### src/rtl/instr_encoder_loader.sv
// Packs a mnemonic index plus operand fields into a MIPS32 word and streams it into IM via a FIFO.
// Latency: word accepted on edge N is writable in cycle N+1; in_ready drops when full, im_busy stalls writes.

module instr_encoder_loader_fifo #(
  parameter int WIDTH = 32,
  parameter int DEPTH = 4
) (
  input  logic             clk,
  input  logic             reset,
  input  logic             flush,
  input  logic             push,
  input  logic [WIDTH-1:0] push_dat,
  input  logic             pop,
  output logic [WIDTH-1:0] head_dat,
  output logic             full,
  output logic             empty
);
  localparam int AW = (DEPTH > 1) ? $clog2(DEPTH) : 1;

  logic [WIDTH-1:0] mem_q [DEPTH];
  logic [AW-1:0]    rd_ptr_q, wr_ptr_q;
  logic [AW:0]      cnt_q;

  always_ff @(posedge clk) begin
    if (reset || flush) begin
      rd_ptr_q <= '0;
      wr_ptr_q <= '0;
      cnt_q    <= '0;
    end else begin
      if (push) wr_ptr_q <= wr_ptr_q + 1'b1;
      if (pop)  rd_ptr_q <= rd_ptr_q + 1'b1;
      case ({push, pop})
        2'b10:   cnt_q <= cnt_q + 1'b1;
        2'b01:   cnt_q <= cnt_q - 1'b1;
        default: cnt_q <= cnt_q;
      endcase
    end
  end

  // Storage needs no reset: the count alone decides what is valid.
  always_ff @(posedge clk) begin
    if (push) mem_q[wr_ptr_q] <= push_dat;
  end

  assign empty    = (cnt_q == '0);
  assign full     = (cnt_q == (AW+1)'(DEPTH));
  assign head_dat = empty ? '0 : mem_q[rd_ptr_q];
endmodule

module instr_encoder_loader #(
  parameter int          DEPTH     = 4,
  parameter logic [31:0] BASE_ADDR = 32'h0000_3000,
  parameter int          IM_WORDS  = 4096
) (
  input  logic        clk,
  input  logic        reset,
  input  logic        restart,
  input  logic        in_valid,
  output logic        in_ready,
  input  logic [5:0]  in_mnem,
  input  logic [4:0]  in_rs,
  input  logic [4:0]  in_rt,
  input  logic [4:0]  in_rd,
  input  logic [4:0]  in_shamt,
  input  logic [15:0] in_imm,
  input  logic [25:0] in_target,
  input  logic        im_busy,
  output logic        im_we,
  output logic [31:0] im_addr,
  output logic [31:0] im_wdata,
  output logic [15:0] words_written,
  output logic        err_unsupported,
  output logic        wrapped
);
  localparam logic [31:0] TOP_ADDR = BASE_ADDR + 32'(4 * (IM_WORDS - 1));

  typedef enum logic [1:0] {FMT_I, FMT_J, FMT_R, FMT_RI} fmt_e;

  fmt_e        fmt;
  logic [5:0]  op, funct;
  logic [4:0]  ri_rt;
  logic        supported;
  logic [31:0] enc_word;

  logic        fifo_full, fifo_empty, push, xfer;
  logic [31:0] ptr_q, ptr_d;
  logic [15:0] cnt_q, cnt_d;
  logic        err_q, err_d, wrap_q, wrap_d;

  always_comb begin
    fmt       = FMT_I;
    op        = 6'h00;
    funct     = 6'h00;
    ri_rt     = 5'd0;
    supported = 1'b1;
    if (in_mnem >= 6'd22 && in_mnem <= 6'd39) fmt = FMT_R;
    case (in_mnem)
      6'd0:  op = 6'h0D;
      6'd1:  op = 6'h23;
      6'd2:  op = 6'h2B;
      6'd3:  op = 6'h04;
      6'd4:  op = 6'h0F;
      6'd5:  begin op = 6'h02; fmt = FMT_J; end
      6'd6:  begin op = 6'h03; fmt = FMT_J; end
      6'd7:  op = 6'h08;
      6'd8:  op = 6'h09;
      6'd9:  op = 6'h0A;
      6'd10: op = 6'h07;
      6'd11: op = 6'h06;
      6'd12: op = 6'h05;
      6'd13: op = 6'h21;
      6'd14: op = 6'h25;
      6'd15: op = 6'h20;
      6'd16: op = 6'h24;
      6'd17: op = 6'h29;
      6'd18: op = 6'h28;
      6'd19: op = 6'h0C;
      6'd20: op = 6'h0B;
      6'd21: op = 6'h0E;
      6'd22: funct = 6'h21;
      6'd23: funct = 6'h23;
      6'd24: funct = 6'h08;
      6'd25: funct = 6'h00;
      6'd26: funct = 6'h20;
      6'd27: funct = 6'h09;
      6'd28: funct = 6'h24;
      6'd29: funct = 6'h27;
      6'd30: funct = 6'h04;
      6'd31: funct = 6'h2A;
      6'd32: funct = 6'h2B;
      6'd33: funct = 6'h07;
      6'd34: funct = 6'h06;
      6'd35: funct = 6'h26;
      6'd36: funct = 6'h22;
      6'd37: funct = 6'h25;
      6'd38: funct = 6'h02;
      6'd39: funct = 6'h03;
      // REGIMM branches: the rt slot selects bgez (1) vs bltz (0).
      6'd40: begin fmt = FMT_RI; ri_rt = 5'd1; end
      6'd41: begin fmt = FMT_RI; ri_rt = 5'd0; end
      default: supported = 1'b0;
    endcase
  end

  always_comb begin
    case (fmt)
      FMT_J:   enc_word = {op, in_target};
      FMT_R:   enc_word = {6'h00, in_rs, in_rt, in_rd, in_shamt, funct};
      FMT_RI:  enc_word = {6'h01, in_rs, ri_rt, in_imm};
      default: enc_word = {op, in_rs, in_rt, in_imm};
    endcase
  end

  assign in_ready = !reset && !restart && !fifo_full;
  assign xfer     = in_valid && in_ready;
  assign push     = xfer && supported;
  assign im_we    = !reset && !restart && !fifo_empty && !im_busy;

  instr_encoder_loader_fifo #(.WIDTH(32), .DEPTH(DEPTH)) u_fifo (
    .clk      (clk),
    .reset    (reset),
    .flush    (restart),
    .push     (push),
    .push_dat (enc_word),
    .pop      (im_we),
    .head_dat (im_wdata),
    .full     (fifo_full),
    .empty    (fifo_empty)
  );

  always_comb begin
    ptr_d  = ptr_q;
    cnt_d  = cnt_q;
    err_d  = err_q | (xfer && !supported);
    wrap_d = wrap_q;
    if (im_we) begin
      ptr_d  = (ptr_q == TOP_ADDR) ? BASE_ADDR : ptr_q + 32'd4;
      wrap_d = wrap_q | (ptr_q == TOP_ADDR);
      if (cnt_q != 16'hFFFF) cnt_d = cnt_q + 16'd1;
    end
  end

  always_ff @(posedge clk) begin
    if (reset || restart) begin
      ptr_q  <= BASE_ADDR;
      cnt_q  <= 16'd0;
      err_q  <= 1'b0;
      wrap_q <= 1'b0;
    end else begin
      ptr_q  <= ptr_d;
      cnt_q  <= cnt_d;
      err_q  <= err_d;
      wrap_q <= wrap_d;
    end
  end

  assign im_addr         = ptr_q;
  assign words_written   = cnt_q;
  assign err_unsupported = err_q;
  assign wrapped         = wrap_q;
endmodule

### config.mk
export PLATFORM = sky130hd
export DESIGN_NAME = instr_encoder_loader
export DESIGN_NICKNAME = d
export VERILOG_FILES = /design/src/rtl/instr_encoder_loader.sv
export SDC_FILE = /design/constraint.sdc
export NUM_CORES = 1
export LEC_CHECK = 0
export BUFFER_PORTS_ARGS = -buffer_cell sky130_fd_sc_hd__buf_2
export CAP_MARGIN = 40
export CORE_MARGIN = 4
export CORE_UTILIZATION = 42
export DETAILED_ROUTE_END_ITERATION = 6
export MAX_ROUTING_LAYER = met4
export PLACE_DENSITY = 0.62
export SLEW_MARGIN = 20
export SYNTH_ARGS = -nofsm -noshare
export SYNTH_HDL_FRONTEND = slang
export SYNTH_HIERARCHICAL = 1
export SYNTH_SLANG_ARGS = --single-unit
### constraint.sdc
create_clock -name clk -period 2.9 [get_ports clk]
set_clock_uncertainty 0.1 [all_clocks]
set_input_delay 0.58 -clock clk [delete_from_list [all_inputs] [get_ports clk]]
set_output_delay 0.58 -clock clk [all_outputs]
set_load 0.01 [all_outputs]
==> results of run 1 <==
[kinds of logic after synthesis]
logic type               count (synthesis)
flip-flops                             185
XOR/XNOR                                39
adder cells (fa/ha/maj)                  9
AO/OA/AOI/OAI                           94
multiplexers                            40
other                                    1
buffers and inverters                   58
AND/OR/NAND/NOR                        253
[power by group]
part | internal [mW] | switching, mW
clock | 1.22 | 1.06
sequential | 2.85 | 0.00417
combinational | 0.131 | 0.176
total | 4.21 | 1.24
[synthesized netlist by cell type (4+ instances only)]
library cell | count | area share
nor2b_1 | 34 | 0.025
mux2_2 | 5 | 0.0066
nor2_1 | 66 | 0.029
nand3_1 | 23 | 0.013
o21ai_0 | 22 | 0.013
nand2b_1 | 5 | 0.0036
mux4_2 | 32 | 0.084
xor2_1 | 17 | 0.017
nor4_1 | 7 | 0.0051
buf_6 | 6 | 0.0079
inv_1 | 22 | 0.0096
ha_1 | 8 | 0.012
clkbuf_1 | 16 | 0.0070
xnor2_1 | 22 | 0.022
nor3_1 | 20 | 0.012
dfxtp_1 | 57 | 0.13
nand4_1 | 12 | 0.0088
edfxtp_1 | 128 | 0.45
nand2_1 | 39 | 0.017
nor3b_1 | 5 | 0.0044
nor4b_1 | 4 | 0.0041
a21oi_1 | 19 | 0.011
or3_1 | 4 | 0.0029
a222oi_1 | 10 | 0.012
buf_2 | 8 | 0.0047
and2_1 | 8 | 0.0058
a22o_1 | 5 | 0.0051
and4_1 | 4 | 0.0041
o22ai_1 | 5 | 0.0036
[metal layers]
| layer | global-route usage | wire length [microns] | vias up |
|---|---|---|---|
| met5 | - | 0 | - |
| met4 | 0.0317 | 117 | 0 |
| met3 | 0.0386 | 1040 | 8 |
| met2 | 0.276 | 9570 | 172 |
| met1 | 0.249 | 8900 | 3013 |
| li1 | - | - | 2912 |
[final cells by class]
cell class                 instances  area [sq um]  area share
clock buffer                      17           425      0.0408
clock inverter                    15           154      0.0148
inverter                          23          91.3     0.00877
multi-input combinational        441          3340       0.320
sequential                       185          4990       0.479
tap                              270           338      0.0324
timing repair buffer             188          1090       0.104
[per-stage QoR]
step           power [mW]  worst slack [ps]  area (sq um)  cells  hold slack, ps
4_1_cts              5.50              74.5         10400   1139             375
5_1_grt              5.66              4.69         10400   1139             392
2_1_floorplan        3.09               133          8590    684             367
3_5_place_dp         3.22               139          9840   1107             356
3_3_place_gp         3.22               163          9840   1107             349
6_report             5.44               147         10400   1139             363
[worst max-delay path, cell delays in order, from the launching register on]
cell and delay [ps]:
dfxtp_2 510, buf_12 260, mux4_2 520, nor2b_1 170, buf_2 180
[worst max path at each step]
stage          startpoint                  to  slack [ps]  cells after the start
2_1_floorplan  in_mnem[1]  u_fifo/mem_q[0][0]         130                      5
3_3_place_gp      restart     u_fifo/cnt_q[2]         160                      9
5_1_grt              flop        im_wdata[27]           5                      4
4_1_cts              flop        im_wdata[30]          70                      4
3_5_place_dp      restart     u_fifo/cnt_q[2]         140                      9
6_report             flop        im_wdata[27]         150                      4
[state kept, by name (all words and copies together) (netlist names), named ones only]
name and flops:
u_fifo/mem_q 128, im_addr 30, words_written 16, u_fifo/cnt_q 3, u_fifo/rd_ptr_q 2, u_fifo/wr_ptr_q 2, err_unsupported 1, wrapped 1
[placed cells by master, fill, tap and decap left out, types with 6 or more instances in the layout]
| cell type | count |
|---|---|
| a21oi_1 | 19 |
| nor2_1 | 66 |
| nor2b_1 | 34 |
| nor3_1 | 19 |
| buf_2 | 154 |
| edfxtp_1 | 128 |
| o21ai_0 | 22 |
| nand3_1 | 23 |
| nor4_1 | 7 |
| mux4_2 | 32 |
| clkbuf_16 | 17 |
| inv_1 | 22 |
| ha_1 | 8 |
| and2_1 | 8 |
| dfxtp_1 | 56 |
| nand2_1 | 39 |
| xor2_1 | 17 |
| xnor2_1 | 22 |
| conb_1 | 6 |
| buf_4 | 29 |
| inv_6 | 7 |
| a222oi_1 | 10 |
| nand4_1 | 12 |
==> summary.md, run 1 <==
| Metric | Value |
|---|---|
| Status | complete, no violations |
| Distinct cells, synth | just over 70 |
| Capturing point of the worst reg2reg path | u_fifo/cnt_q[2] |
| Share of cells above drive strength 1 | 0.318 |
| Total track usage | 0.179 |
| Total Wirelength | between 15000 and 20000 microns |
| Setup bufs post-CTS | 0 |
| Pwr Density | between 500 and 600 nW/um^2 |
| Routed WL per cell | ~17 microns |
| Ys async rst share | 0 |
| Seq/Total Area, Yosys | 0.581 |
| Antenna Cells | 0 |
| Critical Path Fanout Max | 21 |
| Worst VDD drop | ~0.42 mV |
| Synthesized-area fraction occupied by adder cells | 0.0140 |
| Die area | ~23000 sq um |
| R2R depth | 9 |
| Die Wd | approximately 150 microns |
| Setup TNS | 0 ps |
| Routability cong. | 0.875 |
| Clk_lat worst skew | between 400 and 500 ps |
| Slew @ Worst Pin | just over 800 ps |
| Final period utilization | 0.949 |
| Post-Synth Simple-Gate Area | 0.160 |
| CTS root buffer | clkbuf_16 |
| Area growth syn-to-layout | 21.5% |
| EDFF count, synth | approximately 130 |
| Clock Tree Buf Depth | 2 |
| Arrival time at the worst endpoint | 2070 ps |
| Clk pin slew, worst setup/hold paths | approximately 70 ps |
| Complex-gate fraction of the synthesized area | 0.0772 |
| Hold WC Path Type | reg -> reg |
| Initial core utilization | 0.425 |
| Most common flop cell mapped by yosys | edfxtp_1 |
| Peak Freq | around 0.36 GHz |
| Synthesized area per cell | ~13 sq um |
| Max transition margin | 0.443 |
| Vias | 6105 |
| Remaining Overflow, GRT | 0 |
| Drt initial violations | a little under 400 |
| Final setup violating endpoints | 0 |
| Num Clock Sinks | between 150 and 200 |
| RSZ-0062 raised after global routing | false |
| Max-Cap Viols | 0 |
| Worst Setup Start Kind | flop |
| DPL Wire Length | 13600 microns |
| Crit. End Element | output port |
| Hold Buf Count CTS | 0 |
| Initial antenna violation count | 0 |
| DR DRC count | 0 |
| Hold Path Sink | wrapped |
| Post-Synth XOR/XNOR Area | 0.0398 |
| Critical Path RT | 2220 ps |
| Yosys Warn Count | 6 |
| H-tree levels | 4 |
| Mapped Area | 8580 sq um |
| Post-synthesis instance total | roughly 680 |
| Final period demand of the worst path | ~2800 ps |
| I/O pin count | roughly 160 |
| Pre-antenna DRT Iters | 5 |
| Die Y | 151 microns |
| Leakage power | ~3.8 nW |
| Number of global-route vias before repair | 5627 |
| Worst hold path startpoint | wrapped |
| FILL cells | roughly 1800 |
| Pin count of the biggest net entering global routing | 35 |
| DR vias/cell | 5.36 |
| Final ANT Viol Nets | 0 |
| Fin. max-slew vios | 0 |
| R2R Path Start | u_fifo/cnt_q[0] |
| Resized Gates After CTS | 0 |
| Util after Layout | 0.517 |
| First-pass GRT wire length | roughly 30000 microns |
| Hold depth | 2 |
| CTS buffer count | 17 |
| Post-synthesis mux area share | 0.0941 |
| Final hold viol count | 0 |
| WS Path Type | reg -> out |
| TritonCTS clock tree | built |
| Buffers added on ports | 154 |
| #FFs+latches synth | about 190 |
| Register-to-register setup slack | approximately 400 ps |
| Placeable Area | 20200 sq um |
| Largest family of logic cells by synthesized area | simple AND/OR/NAND/NOR gates |
| Nets@finish | between 900 and 1000 |
| Rows | 52 |
Note: power is estimated with default switching activity, not from simulation.
==> run 2: changes to the inputs <==
Settings changed: ABC_AREA set to 1, CORE_UTILIZATION 42 to 51, PLACE_DENSITY 0.62 to 0.73.
==> summary.md, run 2 <==
| Metric | Value |
|---|---|
| Ys async rst share | 0 (unchanged) |
| Nets@finish | 1386 (was 938) |
| Hold slack final | 326 ps (was 363 ps) |
| Critical Path Fanout Max | 17 (was 21) |
| Power Total | 5.44 mW (about the same) |
| Hold WC Path Type | in -> reg (was reg -> reg) |
| TritonCTS clock tree | built (unchanged) |
| Remaining Overflow, GRT | 0 (unchanged) |
| Worst Setup Start Kind | flop (unchanged) |
| Clk pin slew, worst setup/hold paths | 70 ps (about the same) |
| Pwr Density | 494 nW/um^2 (was 522 nW/um^2) |
| Status | complete, no violations (unchanged) |
| Count leader, synth | nand2_1 (was edfxtp_1) |
| Yosys Warn Count | 6 (unchanged) |
| DR vias/cell | 5.18 (was 5.36) |
| Crit. End Element | output port (unchanged) |
| Area growth syn-to-layout | 17.7% (was 21.5%) |
| Routed WL per cell | 14.8 microns (was 17.2 microns) |
| Top reg by flops | u_fifo/mem_q (unchanged) |
| CTS root buffer | clkbuf_16 (unchanged) |
| Die Wd | 143 microns (was 151 microns) |
| Total Wirelength | 22900 microns (was 19600 microns) |
| Num Clock Sinks | 185 (unchanged) |
| Final ANT Viol Nets | 0 (unchanged) |
| Setup bufs post-CTS | 0 (unchanged) |
| Synth cell count leaders | nand2_1 (369), nor2_1 (178), edfxtp_1 (128), inv_1 (76), a21oi_1 (62) (was edfxtp_1 (128), nor2_1 (66), dfxtp_1 (57), nand2_1 (39), nor2b_1 (34)) |
| Util after Layout | 0.613 (was 0.517) |
| EDFF count, synth | 128 (unchanged) |
| Vias | 8016 (was 6105) |
| Synthesized area per cell | 8.19 sq um (was 12.6 sq um) |
| First-pass GRT wire length | 36100 microns (was 30600 microns) |
| Peak Freq | 0.368 GHz (was 0.363 GHz) |
| Setup TNS | 0 ps (unchanged) |
| Seq/Total Area, Yosys | 0.533 (was 0.581) |
| Initial antenna violation count | 0 (unchanged) |
| Placeable Area | 18000 sq um (was 20200 sq um) |
| Final setup violating endpoints | 0 (unchanged) |
| Worst setup margin | 179 ps (was 147 ps) |
| Final Cell Area | 11000 sq um (was 10400 sq um) |
| Clock Tree Buf Depth | 2 (unchanged) |
| Initial core utilization | 0.520 (was 0.425) |
| Critical Path RT | 2220 ps (about the same) |
| Pre-CTS setup slack | 243 ps (was 139 ps) |
| Antenna Cells | 0 (unchanged) |
| Mapped Area | 9350 sq um (was 8580 sq um) |
| Resized Gates After CTS | 0 (unchanged) |
| Post-synthesis instance total | 1141 (was 679) |
| Buffers added on ports | 154 (unchanged) |
| Fin. max-slew vios | 0 (unchanged) |
| Largest register FFs | 128 (unchanged) |
| WS Path Type | reg -> out (unchanged) |
| Rows | 49 (was 52) |
| Clk_lat worst skew | 430 ps (about the same) |
| Total track usage | 0.230 (was 0.179) |
| Final hold viol count | 0 (unchanged) |
| Hold Buf Count CTS | 0 (unchanged) |
| Slew @ Worst Pin | 674 ps (was 830 ps) |
| DPL Wire Length | 15900 microns (was 13600 microns) |
| H-tree levels | 4 (unchanged) |
| Final non-filler cell total | 1546 (was 1139) |
| Number of global-route vias before repair | 7368 (was 5627) |
| Most common cell after layout, fill and taps aside | nand2_1 (was buf_2) |
| Post-synth top area cell | edfxtp_1 (unchanged) |
| Final period demand of the worst path | 2720 ps (was 2750 ps) |
| Share of cells above drive strength 1 | 0.199 (was 0.318) |
| Max-Cap Viols | 0 (unchanged) |
| Final period utilization | 0.938 (was 0.949) |
| Routability cong. | 0.883 (was 0.875) |
| Pre-antenna DRT Iters | 5 (unchanged) |
| Leakage power | 4.69 nW (was 3.80 nW) |
| Die area | 20600 sq um (was 22800 sq um) |
| Max transition margin | 0.549 (was 0.443) |
| Most common flop cell mapped by yosys | edfxtp_1 (unchanged) |
| Distinct cells, synth | 40 (was 72) |
| Top cells by area, synth | edfxtp_1 (41%), nand2_1 (15%), dfxtp_1 (12%) (was edfxtp_1 (45%), dfxtp_1 (13%), mux4_2 (8.4%)) |
| Arrival time at the worst endpoint | 2040 ps (was 2070 ps) |
| CTS buffer count | 17 (unchanged) |
| Top cell type's share of synthesized area | 0.411 (was 0.448) |
| DR DRC count | 0 (unchanged) |
| Placed cell areas | 10400 sq um (was 9840 sq um) |
| Placed Cells incl. Taps | 1513 (was 1107) |
| #FFs+latches synth | 185 (unchanged) |
| Drt initial violations | 606 (was 394) |
| Commonest cells after routing, fill and taps aside | nand2_1 (369), nor2_1 (178), buf_2 (154) (was buf_2 (154), edfxtp_1 (128), nor2_1 (66)) |
| Die Y | 143 microns (was 151 microns) |
| I/O pin count | 157 (unchanged) |
| RSZ-0062 raised after global routing | false (unchanged) |
| Pin count of the biggest net entering global routing | 36 (was 35) |
| Worst VDD drop | 0.405 mV (was 0.416 mV) |
==> run 2: cells by family (layout without fill, tap and decap cells) <==
family,count (synthesis),count (layout),synth area share
flip-flops,185,185,0.533
XOR/XNOR,13,13,0.0122
AND/OR/NAND/NOR,686,686,0.310
buffers and inverters,123,294,0.0605
AO/OA/AOI/OAI,124,124,0.0707
other,1,6,0.000401
adder cells (fa/ha/maj),9,9,0.0129
==> run 2: routing by layer <==
layer	GRT usage	up-vias	share of wire
li1	-	4056	-
met1	0.282	3638	0.42
met2	0.374	281	0.48
met3	0.0512	41	0.075
met4	0.0852	0	0.025
met5	-	-	0
==> run 2: critical path: stages (launching register included) <==
cell and delay, ps:
dfxtp_2 410, inv_2 270, buf_4 290, nand2_1 70
nand2_1 60, nand2_1 40, a21oi_1 280, buf_2 190
==> run 2: final timing paths <==
| path | to | start | slack (ps) | depth (start not counted) |
|---|---|---|---|---|
| setup / recovery | im_wdata[31] | flop | 180 | 7 |
| hold reg to reg | u_fifo/rd_ptr_q[1] | u_fifo/rd_ptr_q[1] | 350 | 1 |
| setup reg to reg | u_fifo/cnt_q[2] | u_fifo/cnt_q[2] | 710 | 14 |
| hold / removal | im_addr[13] | reset | 330 | 3 |
==> run 2: final cells by class <==
cell class | count | area (sq um)
clock buffer | 17 | 425
clock inverter | 15 | 163
fill | 1543 | 6960
inverter | 86 | 324
multi-input combinational | 838 | 3820
sequential | 185 | 4990
tap | 229 | 287
timing repair buffer | 176 | 998
==> run 2: power breakdown <==
part	total (mW)	internal, mW	switching (mW)
registers	2.86	2.86	0.00451
clock network	2.28	1.22	1.06
logic	0.300	0.101	0.199
total	5.44	4.18	1.26
